**src/rtl/om_timing_est_core_if.sv**
```systemverilog
// rtl/om_timing_est_core_if.sv - sample-in / estimate-out handshake bundle for om_timing_est_core (OM_MAG_OUT_EN adds m_mag)
interface om_timing_est_core_if #(
  parameter int DW    = 16,
  parameter int EPS_W = 12
`ifdef OM_MAG_OUT_EN
  , parameter int MAG_W = 38
`endif
);
  logic signed [DW-1:0]    s_i;
  logic signed [DW-1:0]    s_q;
  logic                    s_valid;
  logic                    s_ready;
  logic signed [EPS_W-1:0] m_eps;
  logic                    m_valid;
  logic                    m_ready;
`ifdef OM_MAG_OUT_EN
  logic [MAG_W-1:0]        m_mag;
`endif

  // Sample source and estimate sink side
  modport master (
    output s_i, s_q, s_valid, m_ready,
`ifdef OM_MAG_OUT_EN
    input  m_mag,
`endif
    input  s_ready, m_eps, m_valid
  );

  // Estimator core side
  modport slave (
    input  s_i, s_q, s_valid, m_ready,
`ifdef OM_MAG_OUT_EN
    output m_mag,
`endif
    output s_ready, m_eps, m_valid
  );
endinterface

```
**src/rtl/om_timing_est_core.sv**
```systemverilog
// rtl/om_timing_est_core.sv - Oerder-Meyr timing estimator, 4 sps, vectoring CORDIC arg; macro OM_MAG_OUT_EN adds m_mag
module om_timing_est_core #(
  parameter int DW        = 16,
  parameter int L_SYM     = 64,
  parameter int EPS_W     = 12,
  parameter int CORDIC_IT = 12
) (
  input  logic                 clk,
  input  logic                 rst_n,
  om_timing_est_core_if.slave  bus
);
  localparam int ACC_W = 2 * DW + 3 + $clog2(L_SYM);
  localparam int XW    = ACC_W + 1;           // one guard bit for CORDIC growth
  localparam int ZF    = 8;                   // fractional angle bits below the eps LSB
  localparam int ZW    = EPS_W + ZF;
  localparam int SH    = 32 - ZW;             // table is 2^32 per turn
  localparam int P_W   = 2 * DW + 1;
  localparam int CNT_W = $clog2(4 * L_SYM);

  localparam logic [CNT_W-1:0]     CNT_LAST = CNT_W'(4 * L_SYM - 1);
  localparam logic [4:0]           IT_LAST  = 5'(CORDIC_IT - 1);
  localparam logic signed [ZW-1:0] Z_HALF   = {1'b1, {(ZW - 1){1'b0}}};

  typedef enum logic [1:0] {ST_ACC, ST_ROT, ST_OUT} state_t;

  state_t                  state;
  logic [CNT_W-1:0]        cnt;
  logic signed [ACC_W-1:0] acc_re;
  logic signed [ACC_W-1:0] acc_im;
  logic signed [XW-1:0]    x_r;
  logic signed [XW-1:0]    y_r;
  logic signed [ZW-1:0]    z_r;
  logic [4:0]              it_cnt;
  logic                    loaded;
  logic                    is_zero;
  logic                    s_ready_r;
  logic                    m_valid_r;
  logic signed [EPS_W-1:0] m_eps_r;
`ifdef OM_MAG_OUT_EN
  logic [XW-1:0]           m_mag_r;
`endif

  logic signed [2*DW-1:0]  sq_i;
  logic signed [2*DW-1:0]  sq_q;
  logic [P_W-1:0]          pwr;
  logic signed [ACC_W-1:0] pwr_ext;
  logic signed [XW-1:0]    re_ext;
  logic signed [XW-1:0]    im_ext;
  logic signed [XW-1:0]    x_sh;
  logic signed [XW-1:0]    y_sh;
  logic signed [XW-1:0]    x_nx;
  logic signed [XW-1:0]    y_nx;
  logic signed [ZW-1:0]    z_nx;
  logic signed [ZW-1:0]    ang;
  logic signed [ZW-1:0]    neg_z;

  assign bus.s_ready = s_ready_r;
  assign bus.m_valid = m_valid_r;
  assign bus.m_eps   = m_eps_r;
`ifdef OM_MAG_OUT_EN
  assign bus.m_mag   = m_mag_r;
`endif

  // atan(2^-i) in turns, 2^32 per turn, rounded to the z grid
  function automatic logic signed [ZW-1:0] atan_lsb(input logic [4:0] i);
    logic [31:0] t;
    case (i)
      5'd0:    t = 32'd536870912;
      5'd1:    t = 32'd316933406;
      5'd2:    t = 32'd167458907;
      5'd3:    t = 32'd85004756;
      5'd4:    t = 32'd42667331;
      5'd5:    t = 32'd21354465;
      5'd6:    t = 32'd10679838;
      5'd7:    t = 32'd5340245;
      5'd8:    t = 32'd2670163;
      5'd9:    t = 32'd1335087;
      5'd10:   t = 32'd667544;
      5'd11:   t = 32'd333772;
      5'd12:   t = 32'd166886;
      5'd13:   t = 32'd83443;
      5'd14:   t = 32'd41722;
      5'd15:   t = 32'd20861;
      default: t = 32'd0;
    endcase
    atan_lsb = ZW'((t + (32'd1 << (SH - 1))) >> SH);
  endfunction

  // Instantaneous power of the offered sample and sign-extended accumulator views
  always_comb begin
    sq_i    = bus.s_i * bus.s_i;
    sq_q    = bus.s_q * bus.s_q;
    pwr     = P_W'($unsigned(sq_i)) + P_W'($unsigned(sq_q));
    pwr_ext = $signed(ACC_W'(pwr));
    re_ext  = {acc_re[ACC_W-1], acc_re};
    im_ext  = {acc_im[ACC_W-1], acc_im};
  end

  // One vectoring micro-rotation: steer y toward zero, z collects arg(X)
  always_comb begin
    x_sh = x_r >>> it_cnt;
    y_sh = y_r >>> it_cnt;
    ang  = atan_lsb(it_cnt);
    if (y_r[XW-1]) begin
      x_nx = x_r - y_sh;
      y_nx = y_r + x_sh;
      z_nx = z_r - ang;
    end else begin
      x_nx = x_r + y_sh;
      y_nx = y_r - x_sh;
      z_nx = z_r + ang;
    end
    neg_z = -z_nx;
  end

  // Block accumulation, CORDIC sequencing and output handshake
  always_ff @(posedge clk) begin
    if (!rst_n) begin
      state     <= ST_ACC;
      cnt       <= '0;
      acc_re    <= '0;
      acc_im    <= '0;
      x_r       <= '0;
      y_r       <= '0;
      z_r       <= '0;
      it_cnt    <= '0;
      loaded    <= 1'b0;
      is_zero   <= 1'b0;
      s_ready_r <= 1'b1;
      m_valid_r <= 1'b0;
      m_eps_r   <= '0;
`ifdef OM_MAG_OUT_EN
      m_mag_r   <= '0;
`endif
    end else begin
      case (state)
        ST_ACC: begin
          if (bus.s_valid && s_ready_r) begin
            // k is the low two bits of the block sample counter
            case (cnt[1:0])
              2'd0:    acc_re <= acc_re + pwr_ext;
              2'd1:    acc_im <= acc_im - pwr_ext;
              2'd2:    acc_re <= acc_re - pwr_ext;
              default: acc_im <= acc_im + pwr_ext;
            endcase
            cnt <= cnt + 1'b1;
            if (cnt == CNT_LAST) begin
              state     <= ST_ROT;
              s_ready_r <= 1'b0;
              loaded    <= 1'b0;
            end
          end
        end
        ST_ROT: begin
          if (!loaded) begin
            // Left half-plane vectors are pre-rotated by half a turn
            if (acc_re[ACC_W-1]) begin
              x_r <= -re_ext;
              y_r <= -im_ext;
              z_r <= Z_HALF;
            end else begin
              x_r <= re_ext;
              y_r <= im_ext;
              z_r <= '0;
            end
            is_zero <= (acc_re == '0) && (acc_im == '0);
            it_cnt  <= '0;
            loaded  <= 1'b1;
          end else begin
            x_r    <= x_nx;
            y_r    <= y_nx;
            z_r    <= z_nx;
            it_cnt <= it_cnt + 1'b1;
            if (it_cnt == IT_LAST) begin
              // A null vector has no angle; report zero offset
              m_eps_r   <= is_zero ? '0 : EPS_W'(neg_z >>> ZF);
`ifdef OM_MAG_OUT_EN
              m_mag_r   <= x_nx;
`endif
              m_valid_r <= 1'b1;
              state     <= ST_OUT;
            end
          end
        end
        ST_OUT: begin
          if (bus.m_ready) begin
            m_valid_r <= 1'b0;
            acc_re    <= '0;
            acc_im    <= '0;
            cnt       <= '0;
            s_ready_r <= 1'b1;
            state     <= ST_ACC;
          end
        end
        default: begin
          state <= ST_ACC;
        end
      endcase
    end
  end
endmodule

```
**src/flat_wrapper.sv**
```systemverilog
// flat-port wrapper written by rule: the top's interface ports become plain ports
module om_timing_est_core_flat 
#(
  parameter int DW        = 16,
  parameter int L_SYM     = 64,
  parameter int EPS_W     = 12,
  parameter int CORDIC_IT = 12
)
  (clk, rst_n, bus_s_i, bus_s_q, bus_s_valid, bus_m_ready, bus_s_ready, bus_m_eps, bus_m_valid);
  om_timing_est_core_if #(.DW(DW), .EPS_W(EPS_W)) bus_i ();
  input  logic clk;
  input  logic rst_n;
  input wire logic [$bits(bus_i.s_i)-1:0] bus_s_i;
  input wire logic [$bits(bus_i.s_q)-1:0] bus_s_q;
  input wire logic [$bits(bus_i.s_valid)-1:0] bus_s_valid;
  input wire logic [$bits(bus_i.m_ready)-1:0] bus_m_ready;
  output wire logic [$bits(bus_i.s_ready)-1:0] bus_s_ready;
  output wire logic [$bits(bus_i.m_eps)-1:0] bus_m_eps;
  output wire logic [$bits(bus_i.m_valid)-1:0] bus_m_valid;
  assign bus_i.s_i = bus_s_i;
  assign bus_i.s_q = bus_s_q;
  assign bus_i.s_valid = bus_s_valid;
  assign bus_i.m_ready = bus_m_ready;
  assign bus_s_ready = bus_i.s_ready;
  assign bus_m_eps = bus_i.m_eps;
  assign bus_m_valid = bus_i.m_valid;
  om_timing_est_core #(.DW(DW), .L_SYM(L_SYM), .EPS_W(EPS_W), .CORDIC_IT(CORDIC_IT)) u_core (.clk(clk), .rst_n(rst_n), .bus(bus_i));
endmodule
```
**config.mk**
```make
export PLATFORM = sky130hd
export DESIGN_NAME = om_timing_est_core_flat
export DESIGN_NICKNAME = d
export VERILOG_FILES = /design/src/rtl/om_timing_est_core_if.sv /design/src/rtl/om_timing_est_core.sv /design/src/flat_wrapper.sv
export SDC_FILE = /design/constraint.sdc
export NUM_CORES = 2
export LEC_CHECK = 0
export ABC_AREA = 1
export ABC_CLOCK_PERIOD_IN_PS = 18700
export BUFFER_PORTS_ARGS = -buffer_cell sky130_fd_sc_hd__buf_2
export CAP_MARGIN = 0
export CELL_PAD_IN_SITES_DETAIL_PLACEMENT = 1
export CELL_PAD_IN_SITES_GLOBAL_PLACEMENT = 1
export CORE_MARGIN = 4
export CORE_UTILIZATION = 40
export DETAILED_ROUTE_END_ITERATION = 8
export GPL_TIMING_DRIVEN = 0
export PLACE_DENSITY = 0.82
export SYNTH_ARGS = -nofsm -noshare
export SYNTH_HDL_FRONTEND = slang
export SYNTH_SLANG_ARGS = --single-unit
```
**constraint.sdc**
```tcl
create_clock -name clk -period 18.7 [get_ports clk]
set_clock_uncertainty 0.15 [all_clocks]
set_input_delay 1.87 -clock clk [delete_from_list [all_inputs] [get_ports clk]]
set_output_delay 1.87 -clock clk [all_outputs]
set_load 0.01 [all_outputs]
```
==> summary.json <==
{
  "track_usage": 0.3589,
  "crit_path_start": "bus_s_q[6]",
  "place_hpwl_um": 210800,
  "worst_slew_pin_slew_ns": 1.550,
  "critical_path_required_ns": 19.02,
  "cts_tree": "yes",
  "share_of_layout_cells_above_drive_strength_1": 0.03818,
  "cts.hold.buffers_added": 0,
  "clock_insertion_delay_worst_skew_ns": 0.63,
  "cts-resized-gates": 0,
  "final-instance-count-excl-fill": 9960,
  "detail_route.iter0.violations": 4342,
  "final.period_utilization": 0.7192,
  "synth-xor-area-share": 0.05175,
  "synth_compound_gate_area_share": 0.1522,
  "worst_path_most_repeated_cell": "sky130_fd_sc_hd__a21oi_1",
  "ys.flop_type": "sky130_fd_sc_hd__dfxtp_1",
  "grt_pass1_vias": 59440,
  "area_delta_synth_final_pct": 6.553,
  "clock.fmax_mhz": 74.35,
  "setup_ws_ns": 5.250,
  "syn_inst": 8136,
  "yosysWarnings": 0,
  "unrepaired_setup_endpoints_after_global_routing": "no",
  "yosys.area_share.adder": 0.2849,
  "timing.slew.headroom": -0.03339,
  "place.detailed.instances": 9901,
  "ctsLongestPathBuffers": 3,
  "die_h_um": 367.7,
  "timing.hold.worst.class": "flip-flop to flip-flop",
  "post-route-drc-count": 0,
  "final_nets": 9127,
  "antenna_found_initial": 9,
  "postCtsSetupRepairBufs": 0,
  "timing.critical_path.to_type": "flip-flop",
  "failed_checks": "capacitance limit, slew limit",
  "critical_path.startpoint_type": "input port",
  "cts_made_buffers": 29,
  "clkTransAtPathRegs_ns": 0.07,
  "mappedNetlistNets": 9060,
  "design.die.area_um2": 135200,
  "starting_density_of_the_core": 0.4043,
  "drt_pre_antenna_iters": 7,
  "cell_at_the_slowest_stage_of_the_critical_path": "sky130_fd_sc_hd__a21boi_0",
  "synth_sequential_area_ratio": 0.09128,
  "yosys.area_share.simple": 0.2921,
  "data_arrival_time_at_the_worst_slack_endpoint_ns": 13.77,
  "clk_root_buffer_cell": "sky130_fd_sc_hd__clkbuf_16",
  "fp-row-count": 131,
  "yosys-mux-area-fraction": 0,
  "synth-edff-count": 0,
  "vias": 56940,
  "timing.setup.tns_ns": 0,
  "htreeDepth": 1,
  "drv_slew": 11,
  "vias_per_cell": 5.717,
  "async_set_or_reset_register_ratio_after_synthesis": 0,
  "timing.rr.start": "u_core.y_r[41]$_SDFFE_PN0P_",
  "outcome": "finished with violations",
  "number_of_port_buffers": 36,
  "setup_viol_count_final": 0,
  "grt_pass1_wl_um": 370100,
  "die_width_um": 367.7,
  "cap_viol_max_count": 1,
  "final_period_minus_worst_setup_slack_ns": 13.45,
  "critPathKind": "input port to flip-flop",
  "dominant_combinational_cell_family_by_area_after_synthesis": "simple AND/OR/NAND/NOR gates",
  "yosys_register_bits": 236,
  "avgRoutedWirePerCell_um": 25.04,
  "fillerInstances": 17310,
  "hold_path_startpoint": "u_core.bus.m_eps[3]$_SDFFE_PN0P_",
  "hold_viol": 0,
  "gpl.final_weighted_congestion": 1.021,
  "antenna_left": 0,
  "design.core.area_um2": 128000,
  "netlist-cell-type-count": 65,
  "postSynthAreaPerCell_um2": 6.362,
  "netlist_area_um2": 51760,
  "placement.setup.worst_slack_ns": 4.821,
  "grt_start_max_net_pins": 15,
  "critPathMaxStageDelay_ns": 0.80,
  "num_io_pins": 50,
  "globalRoute.totalOverflow": 0,
  "clock-sinks": 236,
  "routed_wl_um": 249400,
  "critical_path_peak_fanout": 10
}
==> sequential cells by signal, summed over array words and instances (netlist names), 5 cells and up, named ones only <==
register          cells
u_core.cnt            8
u_core.z_r           20
u_core.bus.m_eps     12
u_core.acc_im        41
u_core.acc_re        41
u_core.y_r           42
u_core.x_r           42
u_core.it_cnt         5
==> area by class of cell <==
cell class	instances	area [um^2]	area share
Multi-Input combinational cell	6184	40420	0.7328
Inverter	1438	5400	0.09791
Sequential cell	236	4725	0.08566
Tap cell	1729	2163	0.03922
Buffer	278	1219	0.02210
Clock buffer	31	743.2	0.01348
Clock inverter	22	289.0	0.005240
Timing Repair Buffer	36	180.2	0.003267
Antenna cell	6	15.01	0.0002722
==> per-layer routing <==
layer  GRT usage  routed length, um
met1      0.4175              95770
met3     0.04230              14220
met5   0.0003561                112
met2      0.6126             117800
met4      0.2571              21540
==> metrics by stage <==
step / cell area, um^2 / hold slack, ns / utilization
finish: 55150 / 0.3188 / 0.4308
detailed placement: 54100 / 0.3121 / 0.4227
floorplan: 51760 / 0.2931 / -
global placement: 54100 / 0.3056 / 0.4227
CTS: 55140 / 0.3222 / 0.4307
global route: 55140 / 0.3400 / 0.4308
==> synth_stat cells, types with 8 or more instances <==
library cell               instances  area share
sky130_fd_sc_hd__nand3_1         685       0.066
sky130_fd_sc_hd__a211oi_1         10      0.0015
sky130_fd_sc_hd__nand3_2          16      0.0031
sky130_fd_sc_hd__nor2_4            8      0.0017
sky130_fd_sc_hd__and2_1           12      0.0015
sky130_fd_sc_hd__ha_1            404       0.098
sky130_fd_sc_hd__inv_1          1401        0.10
sky130_fd_sc_hd__clkbuf_1        175       0.013
sky130_fd_sc_hd__o21ai_0         463       0.045
sky130_fd_sc_hd__o211ai_1         37      0.0054
sky130_fd_sc_hd__buf_1            37      0.0027
sky130_fd_sc_hd__xor2_1          195       0.033
sky130_fd_sc_hd__nand4_1          70      0.0085
sky130_fd_sc_hd__o21bai_1         22      0.0032
sky130_fd_sc_hd__fa_1            484        0.19
sky130_fd_sc_hd__o21ai_1          20      0.0019
sky130_fd_sc_hd__dfxtp_1         236       0.091
sky130_fd_sc_hd__nand3b_1         10      0.0015
sky130_fd_sc_hd__nor2_2           28      0.0034
sky130_fd_sc_hd__and3_1            9      0.0011
sky130_fd_sc_hd__nor4_1           18      0.0022
sky130_fd_sc_hd__o221ai_1         14      0.0024
sky130_fd_sc_hd__a21boi_0         32      0.0046
sky130_fd_sc_hd__o21a_1           27      0.0039
sky130_fd_sc_hd__or2_2            33      0.0040
sky130_fd_sc_hd__inv_2            30      0.0022
sky130_fd_sc_hd__buf_2            49      0.0047
sky130_fd_sc_hd__a31oi_1          97       0.012
sky130_fd_sc_hd__buf_6            13      0.0028
sky130_fd_sc_hd__nor2_1          630       0.046
sky130_fd_sc_hd__a21oi_1         628       0.061
sky130_fd_sc_hd__nand2_2          20      0.0024
sky130_fd_sc_hd__a21o_1           24      0.0035
sky130_fd_sc_hd__nor3_1           79      0.0076
sky130_fd_sc_hd__nand2_1        1928        0.14
sky130_fd_sc_hd__xnor2_1         109       0.018
==> logic make-up (layout without fill, tap and decap cells) <==
group	count (synthesis)	after routing
simple gates	3566	3566
buf+inv	1716	1805
compound gates	1425	1425
fa+ha+maj	888	888
xor+xnor	305	305
flops	236	236
other cells	0	6
==> path summary, 6_finish.rpt <==
kind	to	slack [ns]	cells past startpoint
max	u_core.acc_im[39]$_SDFFE_PN0P_	5.25	48
min	u_core.bus.m_eps[3]$_SDFFE_PN0P_	0.32	2
max reg2reg	u_core.y_r[28]$_SDFFE_PN0P_	11.49	19
min reg2reg	u_core.bus.m_eps[3]$_SDFFE_PN0P_	0.32	2
==> placed cells by master (no fill, tap or decap), drive strengths merged, types with 13 or more instances in the layout <==
cell type and count:
a21boi 32, a21o 24, a21oi 629, a31oi 97, and2 16, buf 138
clkbuf 207, clkinv 13, dfxtp 236, fa 484, ha 404, inv 1435
nand2 1952, nand3 701, nand4 72, nor2 666, nor3 83, nor4 18
o211ai 37, o21a 27, o21ai 491, o21bai 22, o221ai 14, or2 33
xnor2 109, xor2 196
==> worst max-delay path: cells and delay by family <==
family,cells,cell delay [ns]
AO/OA/AOI/OAI,17,4.31
XOR/XNOR,1,0.11
adder cells (fa/ha/maj),9,4.07
buffers and inverters,9,1.77
AND/OR/NAND/NOR,12,1.62
Power is not shown: default switching activity piles up to over one toggle a cycle in this logic, so the estimate is an artifact.
